--- config.mk ---
export PLATFORM = sky130hd
export DESIGN_NAME = uart_transmitter
export DESIGN_NICKNAME = d
export VERILOG_FILES = /design/src/rtl/uart_transmitter.sv
export SDC_FILE = /design/constraint.sdc
export NUM_CORES = 1
export LEC_CHECK = 0
export CAP_MARGIN = 30
export CORE_UTILIZATION = 55
export DETAILED_ROUTE_END_ITERATION = 8
export PLACE_DENSITY = 0.75
export SETUP_SLACK_MARGIN = 0.4
export SLEW_MARGIN = 10
export SYNTH_ARGS = -nofsm -noshare
export SYNTH_HDL_FRONTEND = slang
export SYNTH_SLANG_ARGS = --single-unit
--- constraint.sdc ---
create_clock -name sys_clk -period 2 [get_ports sys_clk]
set_input_delay 0.4 -clock sys_clk [delete_from_list [all_inputs] [get_ports sys_clk]]
set_output_delay 0.4 -clock sys_clk [all_outputs]
set_load 0.03 [all_outputs]
--- src/rtl/uart_transmitter.sv ---
// uart_transmitter: 8-bit UART frame serialiser (start, 8 data LSB first, parity, stop)
module uart_transmitter #(
  parameter int CLK_FREQ = 50_000_000,
  parameter int BAUD = 115200,
  parameter int DIV = CLK_FREQ / BAUD
) (
  input  logic       sys_clk,
  input  logic       rst_n,
  input  logic       tx_enable,
  input  logic       even_odd,
  input  logic [7:0] tx_data_in,
  output logic       busy,
  output logic       serial_out
);
  localparam int CW = $clog2(DIV);
  typedef enum logic [2:0] {IDLE, START, DATA, PARITY, STOP} state_t;
  state_t state, state_nx;
  logic [CW-1:0] cnt, cnt_nx;
  logic [2:0] idx, idx_nx;
  logic [7:0] shreg, shreg_nx;
  logic par, par_nx, busy_nx, serial_nx, last;
  assign last = cnt == CW'(DIV - 1);
  always_ff @(posedge sys_clk) begin
    if (!rst_n) begin
      state <= IDLE;
      cnt <= '0;
      idx <= '0;
      shreg <= '0;
      par <= 1'b0;
      busy <= 1'b0;
      serial_out <= 1'b1;
    end else begin
      state <= state_nx;
      cnt <= cnt_nx;
      idx <= idx_nx;
      shreg <= shreg_nx;
      par <= par_nx;
      busy <= busy_nx;
      serial_out <= serial_nx;
    end
  end
  // Outputs are computed one cycle ahead so serial_out and busy come straight from flops.
  always_comb begin
    state_nx = state;
    cnt_nx = (state == IDLE || last) ? '0 : cnt + 1'b1;
    idx_nx = idx;
    shreg_nx = shreg;
    par_nx = par;
    busy_nx = busy;
    serial_nx = serial_out;
    case (state)
      IDLE: if (tx_enable) begin
        state_nx = START;
        shreg_nx = tx_data_in;
        par_nx = even_odd;
        idx_nx = '0;
        busy_nx = 1'b1;
        serial_nx = 1'b0;
      end
      START: if (last) begin
        state_nx = DATA;
        serial_nx = shreg[0];
      end
      DATA: if (last) begin
        if (idx == 3'd7) begin
          state_nx = PARITY;
          serial_nx = ^shreg ^ ~par;
        end else begin
          idx_nx = idx + 3'd1;
          serial_nx = shreg[idx_nx];
        end
      end
      PARITY: if (last) begin
        state_nx = STOP;
        serial_nx = 1'b1;
      end
      STOP: if (last) begin
        state_nx = IDLE;
        busy_nx = 1'b0;
        serial_nx = 1'b1;
      end
      default: state_nx = IDLE;
    endcase
  end
endmodule

==> results.toml, run 1 <==
[run_status]
outcome = "completed"

[clock_tree]
cts_buffer_depth = 2
clk_latency_ns = 0.33
cts-buffers-inserted = 3
h-tree-depth = 1
cts_tree = "built"
cts-root-buf = "clkbuf_4"
clkSlewWorstSetupHoldPaths_ns = 0.14
cts_sinks = 26
holdBufCountCts = 0

[synthesis]
synth_top_area_frac = 0.383
synth.yosys.seq_area_share = 0.383
synth.net_count = 166
ys_top_cells_by_area = "dfxtp_1 (38%), nand2_1 (6.9%), xnor2_1 (6.4%)"
ys_warn_count = 0
synth.avg_cell_area_um2 = 9.07
synth_cell_types = 38
synth_edf_count = 0
synth_largest_area_cell = "dfxtp_1"
synth-seq-cells = 26
netlist_instances = 150
synth_area_mm2 = 0.00136
synthFlopType = "dfxtp_1"
async_reset_ff_frac = 0

[die]
start_util = 0.598
ios = 14
core_mm2 = 0.00228
die_h_um = 51.7
die_area_mm2 = 0.00268
dieWidth_um = 51.7
num_rows = 17

[setup_path]
arrival_ns = 1.96
worstPathCellList = "or3b_4 -> nor2_1 -> a2bb2oi_4 -> mux2i_1 -> nor2b_1"
worstSetupPathType = "reg2reg"
path_max_fanout = 8
r2r_cells = 5
slowest_delay_ns = 0.46
startpoint_type = "register"
end_kind = "register"
r2r_start = "state[1]$_SDFFE_PN0P_"
r2r_slack_ns = 0.27
slowest_stage = "dfxtp_2"
r2r_end = "idx[0]$_SDFFE_PN0P_"
critPathTopFamily = "simple AND/OR/NAND/NOR gates"
crit_required_ns = 2.23
cp_num_buf_inv = 0

[sta]
rsz0062_at_grt = "yes"
slew_violations = 0
min_period_ns = 1.73
relSlewSlack = 0.781
setup-tns-final_ns = 0
post-route-period-util = 0.867
tightest_slew_ns = 0.327
holdWs_ns = 0.487
clock_skew_ns = 0.00490
fmax_mhz = 577
setup_viol = 0
finalHoldViolCount = 0

[pwr]
p_clk_frac = 0.337
p_int_w = 0.000829
powerDensity_mw_per_mm2 = 639
power_frac_seq = 0.516
ir_drop_v = 0.000708
power_frac_comb = 0.147
p_sw_frac = 0.232
p_sw_w = 0.000251
p_leak_nw = 0.637

[global_route]
antenna_found_initial = 0
grt_max_degree = 16
grt_pass1_vias = 984
grt_remaining_overflow = 0
grt_pass1_wl_mm = 4.42
grt_use_total = 0.225

[route]
wl_met2_mm = 1.31
drt_iter0_drc = 20
wl_per_cell_um = 13.6
via_per_inst = 5.48
finalWirelength_mm = 2.68
firstDrtPassIters = 4
postRouteAntennaNets = 0
drc = 0
routed.top_layer = "met4"
met1_length_mm = 1.25
via_count = 1086
wl_met3_um = 100

[cells_and_area]
multi_input_area_um2 = 860
antenna_cells = 0
syn_to_final_growth_pct = 24.4
seqCellArea_um2 = 534
nets = 187
final_core_util = 0.743
fillers = 157
final_cells = 198
drive_gt1_frac = 0.218

[hold_path]
hold-path-endpoint = "par$_SDFFE_PN0P_"
hp-class = "reg2reg"
whs_path_depth = 2
hp-start = "par$_SDFFE_PN0P_"

[flow_run]
drv_cap = 0

[place]
place_congestion = 0.757
portBuffers = 13
dp_cells = 188
detailed_place_hpwl_mm = 1.86
==> kinds of logic after synthesis <==
group | after synthesis | synth area share
DFF | 26 | 0.383
AOI/OAI and AO/OA | 27 | 0.145
xor gates and xnor gates | 14 | 0.101
and+or+nand+nor | 65 | 0.239
buffers and inverters | 10 | 0.0414
muxes | 4 | 0.0534
adders and majority gates | 4 | 0.0368
==> worst max path at each step <==
stage / from / to / slack [ns] / cells past startpoint
6_report: state[1]$_SDFFE_PN0P_ / idx[0]$_SDFFE_PN0P_ / 0.27 / 5
5_1_grt: cnt[1]$_SDFF_PP0_ / idx[0]$_SDFFE_PN0P_ / 0.21 / 7
4_1_cts: idx[0]$_SDFFE_PN0P_ / serial_out$_SDFFE_PN1P_ / 0.27 / 6
3_5_place_dp: tx_enable / idx[0]$_SDFFE_PN0P_ / 0.23 / 5
3_3_place_gp: tx_enable / idx[0]$_SDFFE_PN0P_ / 0.29 / 5
2_1_floorplan: idx[0]$_SDFFE_PN0P_ / serial_out$_SDFFE_PN1P_ / 0.37 / 6
==> per-stage QoR <==
step                total power (W)  setup WS, ns  area, um^2
floorplan                  0.000670         0.366        1370
global placement           0.000716         0.293        1520
detailed placement         0.000722         0.230        1520
CTS                         0.00108         0.274        1660
global route                0.00112         0.205        1690
finish                      0.00108         0.266        1690
==> cell usage in the layout (no fill, tap or decap), types with 3 or more instances in the layout <==
cell	netlist	layout
and3_1	5	5
a21oi_1	3	3
clkbuf_4	0	3
nand2_1	25	25
dfxtp_2	0	8
nor2b_1	5	4
xnor2_1	10	10
ha_4	0	3
buf_4	1	9
o21ai_0	3	3
nand3_1	3	3
dfxtp_1	26	17
a21boi_0	9	9
o21a_1	3	3
nor2_1	15	15
xor2_1	3	3
clkdlybuf4s50_1	0	11
inv_1	4	3
==> layer usage <==
metal	GRT usage	up-vias
met4	0.0631	0
li1	-	558
met5	0	-
met3	0.0673	2
met1	0.272	505
met2	0.383	21
==> flip-flops by register name (all words and copies together) (netlist names) <==
name	flops
idx	3
shreg	8
serial_out	1
busy	1
par	1
state	3
cnt	9
==> power by group through the flow <==
stage	Clock, W	Sequential, W	Combinational (W)
2_1_floorplan	0	0.000572	0.0000980
3_3_place_gp	0	0.000568	0.000148
3_5_place_dp	0	0.000569	0.000153
4_1_cts	0.000371	0.000557	0.000157
5_1_grt	0.000389	0.000560	0.000174
6_report	0.000364	0.000557	0.000159
==> final cells by class <==
cell class | count | share of cell area
tap | 28 | 0.0207
timing repair buffer | 22 | 0.115
inverter | 4 | 0.00888
multi-input combinational | 114 | 0.508
clock buffer | 3 | 0.0133
clock inverter | 1 | 0.0178
sequential | 26 | 0.316
==> worst register-to-register path, delay by kind of cell, from the launching register on <==
kind             cells  cell delay (ns)
AO/OA/AOI/OAI        1             0.21
flip-flops           1             0.46
multiplexers         1             0.25
AND/OR/NAND/NOR      3             0.72
==> Yosys cell counts, drive strengths merged, types with 3 or more instances <==
cell	number
a21oi	3
nand2	25
o21a	3
a21boi	9
xnor2	10
xor2	3
nor2	15
o21ai	3
nand3	3
and3	5
buf	3
nor3	3
clkbuf	3
ha	4
nor2b	5
dfxtp	26
inv	4
==> what timing repair did <==
item | CTS | global route
pin swaps | 4 | 4
buffers inserted | 4 | 2
gates resized for setup | 17 | 6
setup endpoints to repair | 19 | 15
No activity file was read; power rests on OpenSTA's default activity.
==> inputs of run 2 (changes only) <==
- CORE_MARGIN: default -> 3
==> run 2 against run 1 <==
  * Design area fell by 1.4%
  * Total power grew 0.46%
  * Final cell count is 1.5% lower
  * Routed wire length shrank 0.82%
  * Sequential share of layout area up 0.45 points
  * Utilization down 1.0 points
  * Clock power rose by 1%
  * Die area grew 16%
  * Largest cell class unchanged
==> results.toml, run 2 (same netlist as run 1, synthesis figures left out) <==
[run_status]
outcome = "completed"

[die]
core_mm2 = 0.00228
ios = 14
num_rows = 17
die_area_mm2 = 0.00311
start_util = 0.598
dieWidth_um = 55.7
die_h_um = 55.7

[clock_tree]
cts_sinks = 26
clk_latency_ns = 0.33
cts-root-buf = "clkbuf_4"
holdBufCountCts = 0
cts-buffers-inserted = 3
clkSlewWorstSetupHoldPaths_ns = 0.15
h-tree-depth = 1
cts_tree = "built"
cts_buffer_depth = 2

[setup_path]
critPathTopFamily = "multiplexers"
worstSetupPathType = "reg2reg"
startpoint_type = "register"
r2r_end = "serial_out$_SDFFE_PN1P_"
r2r_start = "idx[0]$_SDFFE_PN0P_"
r2r_slack_ns = 0.28
end_kind = "register"
path_max_fanout = 3
arrival_ns = 1.95
worstPathCellList = "ha_4 -> mux4_2 -> nor2b_4 -> a211oi_2 -> a211o_1 -> a32oi_1"
slowest_delay_ns = 0.50
cp_num_buf_inv = 0
crit_required_ns = 2.22
r2r_cells = 6
slowest_stage = "mux4_2"

[place]
detailed_place_hpwl_mm = 1.91
portBuffers = 13
place_congestion = 0.787

[pwr]
ir_drop_v = 0.000665
p_leak_nw = 0.620
powerDensity_mw_per_mm2 = 651

[sta]
rsz0062_at_grt = "yes"
setup_viol = 0
finalHoldViolCount = 0
min_period_ns = 1.72
slew_violations = 0
fmax_mhz = 580
tightest_slew_ns = 0.310
relSlewSlack = 0.792
post-route-period-util = 0.862
setup-tns-final_ns = 0
clock_skew_ns = 0.00337

[route]
firstDrtPassIters = 4
routed.top_layer = "met4"
drc = 0
postRouteAntennaNets = 0
wl_per_cell_um = 13.6
finalWirelength_mm = 2.66
via_per_inst = 5.55
drt_iter0_drc = 25
wl_met2_mm = 1.21
wl_met3_um = 147
met1_length_mm = 1.25
via_count = 1083

[hold_path]
whs_path_depth = 2
hp-class = "reg2reg"
hp-start = "cnt[8]$_SDFF_PP0_"
hold-path-endpoint = "cnt[8]$_SDFF_PP0_"

[cells_and_area]
nets = 184
reg_top3 = "cnt x9, shreg x8"
final_common_cell = "nand2_1"
syn_to_final_growth_pct = 22.6
fillers = 177
top_register = "cnt"
layout_common_cells = "nand2_1 (25), dfxtp_1 (17), nor2_1 (15)"
largest_reg_flops = 9
drive_gt1_frac = 0.204
antenna_cells = 0
final_core_util = 0.733

[global_route]
grt_pass1_vias = 1091
antenna_found_initial = 0
grt_pass1_wl_mm = 4.66
grt_max_degree = 16
grt_use_total = 0.187
grt_remaining_overflow = 0

[flow_run]
drv_cap = 0
-- run 2: changes by cell type in the layout (fill, tap and decap cells not counted) --
cell    before  now
and4_2       0    1
and4_4       1    0
buf_4        9    6
-- run 2: final cells by class --
cell class / instances / area [um^2] / share of cell area
Clock inverter: 1 / 30.0 / 0.0180
Timing Repair Buffer: 19 / 173 / 0.104
Multi-Input combinational cell: 114 / 858 / 0.515
Inverter: 4 / 15.0 / 0.00900
Sequential cell: 26 / 534 / 0.320
Tap cell: 28 / 35.0 / 0.0210
Clock buffer: 3 / 22.5 / 0.0135
-- run 2: timing repair --
item                                    in CTS  in global routing
buffers inserted                             3                  0
endpoints found under the setup margin      19                 17
pin swaps                                    2                  3
gates resized for setup                     16                  6
-- run 2: where the power goes --
| group | switching [W] | internal, W | leakage [nW] | total [W] |
|---|---|---|---|---|
| combinational | 0.0000693 | 0.0000896 | 0.375 | 0.000159 |
| clock | 0.000166 | 0.000203 | 0.0279 | 0.000369 |
| sequential | 0.0000209 | 0.000537 | 0.216 | 0.000558 |
-- run 2: through the flow --
stage / hold slack, ns / instance area (um^2) / total power, W / setup slack, ns / instances
after global placement: 0.444 / 1520 / 0.000716 / 0.293 / 188
after floorplan: 0.430 / 1370 / 0.000670 / 0.366 / 150
after CTS: 0.491 / 1640 / 0.00108 / 0.276 / 195
after detailed placement: 0.463 / 1520 / 0.000722 / 0.233 / 188
final: 0.488 / 1670 / 0.00109 / 0.277 / 195
after global routing: 0.515 / 1670 / 0.00113 / 0.222 / 195
-- run 2: how the worst max path moves through the flow --
| stage | slack, ns | cells past startpoint | endpoint | start |
|---|---|---|---|---|
| after CTS | 0.28 | 6 | serial_out$_SDFFE_PN1P_ | idx[0]$_SDFFE_PN0P_ |
| after floorplan | 0.37 | 6 | serial_out$_SDFFE_PN1P_ | idx[0]$_SDFFE_PN0P_ |
| after detailed placement | 0.23 | 5 | idx[0]$_SDFFE_PN0P_ | tx_enable |
| final | 0.28 | 6 | serial_out$_SDFFE_PN1P_ | idx[0]$_SDFFE_PN0P_ |
| after global routing | 0.22 | 6 | serial_out$_SDFFE_PN1P_ | idx[0]$_SDFFE_PN0P_ |
| after global placement | 0.29 | 5 | idx[0]$_SDFFE_PN0P_ | tx_enable |
-- run 2: worst min-delay path: cells and delay by family (launching register included) --
family | cells | cell delay, ns
AO/OA/AOI/OAI | 2 | 0.13
flip-flops | 1 | 0.34
-- run 2: layer usage --
metal,vias up,GRT usage
li1,550,-
met1,501,0.222
met2,25,0.311
met3,7,0.0534
met4,0,0.0799
met5,-,0
==> inputs of run 3 (changes only) <==
- CELL_PAD_IN_SITES_DETAIL_PLACEMENT: default -> 0
- CELL_PAD_IN_SITES_GLOBAL_PLACEMENT: default -> 1
- CORE_ASPECT_RATIO: default -> 2
- CORE_UTILIZATION: 55 -> 42
- CTS_CLUSTER_DIAMETER: default -> 40
- PLACE_DENSITY: 0.75 -> 0.74
- SKIP_CTS_REPAIR_TIMING: default -> 1
==> run 3 against run 2 <==
  * Register-to-register slack hardly changed
  * Hold slack got worse by 0.035 ns
  * Fmax up 0.41%
  * Critical path type unchanged
  * Utilization shrank 17 points
  * Via count up 2.6%
==> results.toml, run 3 (same netlist as run 1, synthesis figures left out) <==
[run_status]
outcome = "completed"

[route]
wl_per_cell_um = 14.9
drc = 0
postRouteAntennaNets = 0
drt_iter0_drc = 24
via_per_inst = 5.64
finalWirelength_mm = 2.93
firstDrtPassIters = 4
via_count = 1111

[clock_tree]
h-tree-depth = 1
cts_buffer_depth = 2
cts_tree = "built"
cts-buffers-inserted = 3
cts-root-buf = "clkbuf_8"
cts_sinks = 26
clk_latency_ns = 0.28
clkSlewWorstSetupHoldPaths_ns = 0.09

[setup_path]
startpoint_type = "register"
end_kind = "register"
r2r_start = "idx[0]$_SDFFE_PN0P_"
crit_required_ns = 2.16
cp-startpoint = "idx[0]$_SDFFE_PN0P_"
arrival_ns = 1.88
path_max_fanout = 3
worstSetupPathType = "reg2reg"

[place]
portBuffers = 13
dp_cells = 191
place_congestion = 0.860
detailed_place_hpwl_mm = 2.21

[sta]
min_period_ns = 1.72
slew_violations = 0
rsz0062_at_grt = "yes"
clock_skew_ns = 0.00137
finalHoldViolCount = 0
relSlewSlack = 0.736
setup-tns-final_ns = 0
setup_viol = 0
tightest_slew_ns = 0.396
post-route-period-util = 0.858
fmax_mhz = 583

[cells_and_area]
antenna_cells = 0
reg_top3 = "cnt x9, shreg x8"
syn_to_final_growth_pct = 25.0
final_cells = 197
final_common_cell = "nand2_1"
drive_gt1_frac = 0.186
top_register = "cnt"
nets = 184
largest_reg_flops = 9
layout_common_cells = "nand2_1 (25), dfxtp_1 (21), nor2_1 (15)"

[global_route]
grt_remaining_overflow = 0
grt_pass1_vias = 1093
grt_max_degree = 16
grt_use_total = 0.164
grt_pass1_wl_mm = 4.75
antenna_found_initial = 0

[die]
die_area_mm2 = 0.00400
dieWidth_um = 46.2
start_util = 0.446
num_rows = 28
ios = 14
core_mm2 = 0.00305
die_h_um = 86.5

[pwr]
p_leak_nw = 0.644
ir_drop_v = 0.000448
powerDensity_mw_per_mm2 = 684

[hold_path]
hp-class = "reg2reg"
hp-start = "cnt[0]$_SDFF_PP0_"

[flow_run]
drv_cap = 0
==> run 3: area by class of cell <==
cell class / count / area, um^2
sequential: 26 / 532
timing repair buffer: 19 / 180
inverter: 4 / 15.0
fill: 283 / 1350
clock inverter: 1 / 30.0
clock buffer: 3 / 41.3
multi-input combinational: 114 / 865
tap: 30 / 37.5
==> run 3: path summary, 6_finish.rpt <==
| check | end | slack (ns) | depth (start not counted) |
|---|---|---|---|
| max | serial_out$_SDFFE_PN1P_ | 0.28 | 6 |
| min | cnt[0]$_SDFF_PP0_ | 0.45 | 1 |
| max reg2reg | serial_out$_SDFFE_PN1P_ | 0.28 | 6 |
| min reg2reg | cnt[0]$_SDFF_PP0_ | 0.45 | 1 |
==> run 3: per-layer routing <==
metal  GRT usage  share of wire  up-vias
met5           0              0        -
met4      0.0933          0.025        0
met3      0.0229          0.016        6
met2       0.296           0.59       11
met1       0.165           0.37      545
li1            -              -      549
==> run 3: where the power goes <==
group	total, W	internal [W]	switching, W
Sequential	0.000557	0.000535	0.0000219
Clock	0.000444	0.000268	0.000176
Combinational	0.000162	0.0000927	0.0000697
==> run 3: worst max-delay path: stages, from the launching register on <==
cell and delay, ns:
dfxtp_4 0.36, ha_4 0.28, mux4_2 0.50, nor2b_4 0.14
a211oi_2 0.14, a211o_1 0.13, a32oi_1 0.05
==> run 3: stage by stage <==
step            util  hold slack, ns  setup WS [ns]  power [W]  area, um^2
6_report       0.558           0.453          0.284    0.00116        1700
5_1_grt        0.558           0.466          0.201    0.00122        1700
4_1_cts        0.525           0.482          0.240    0.00117        1600
3_5_place_dp   0.501           0.459          0.213   0.000727        1530
3_3_place_gp   0.501           0.456          0.254   0.000726        1530
2_1_floorplan      -           0.430          0.366   0.000670        1370
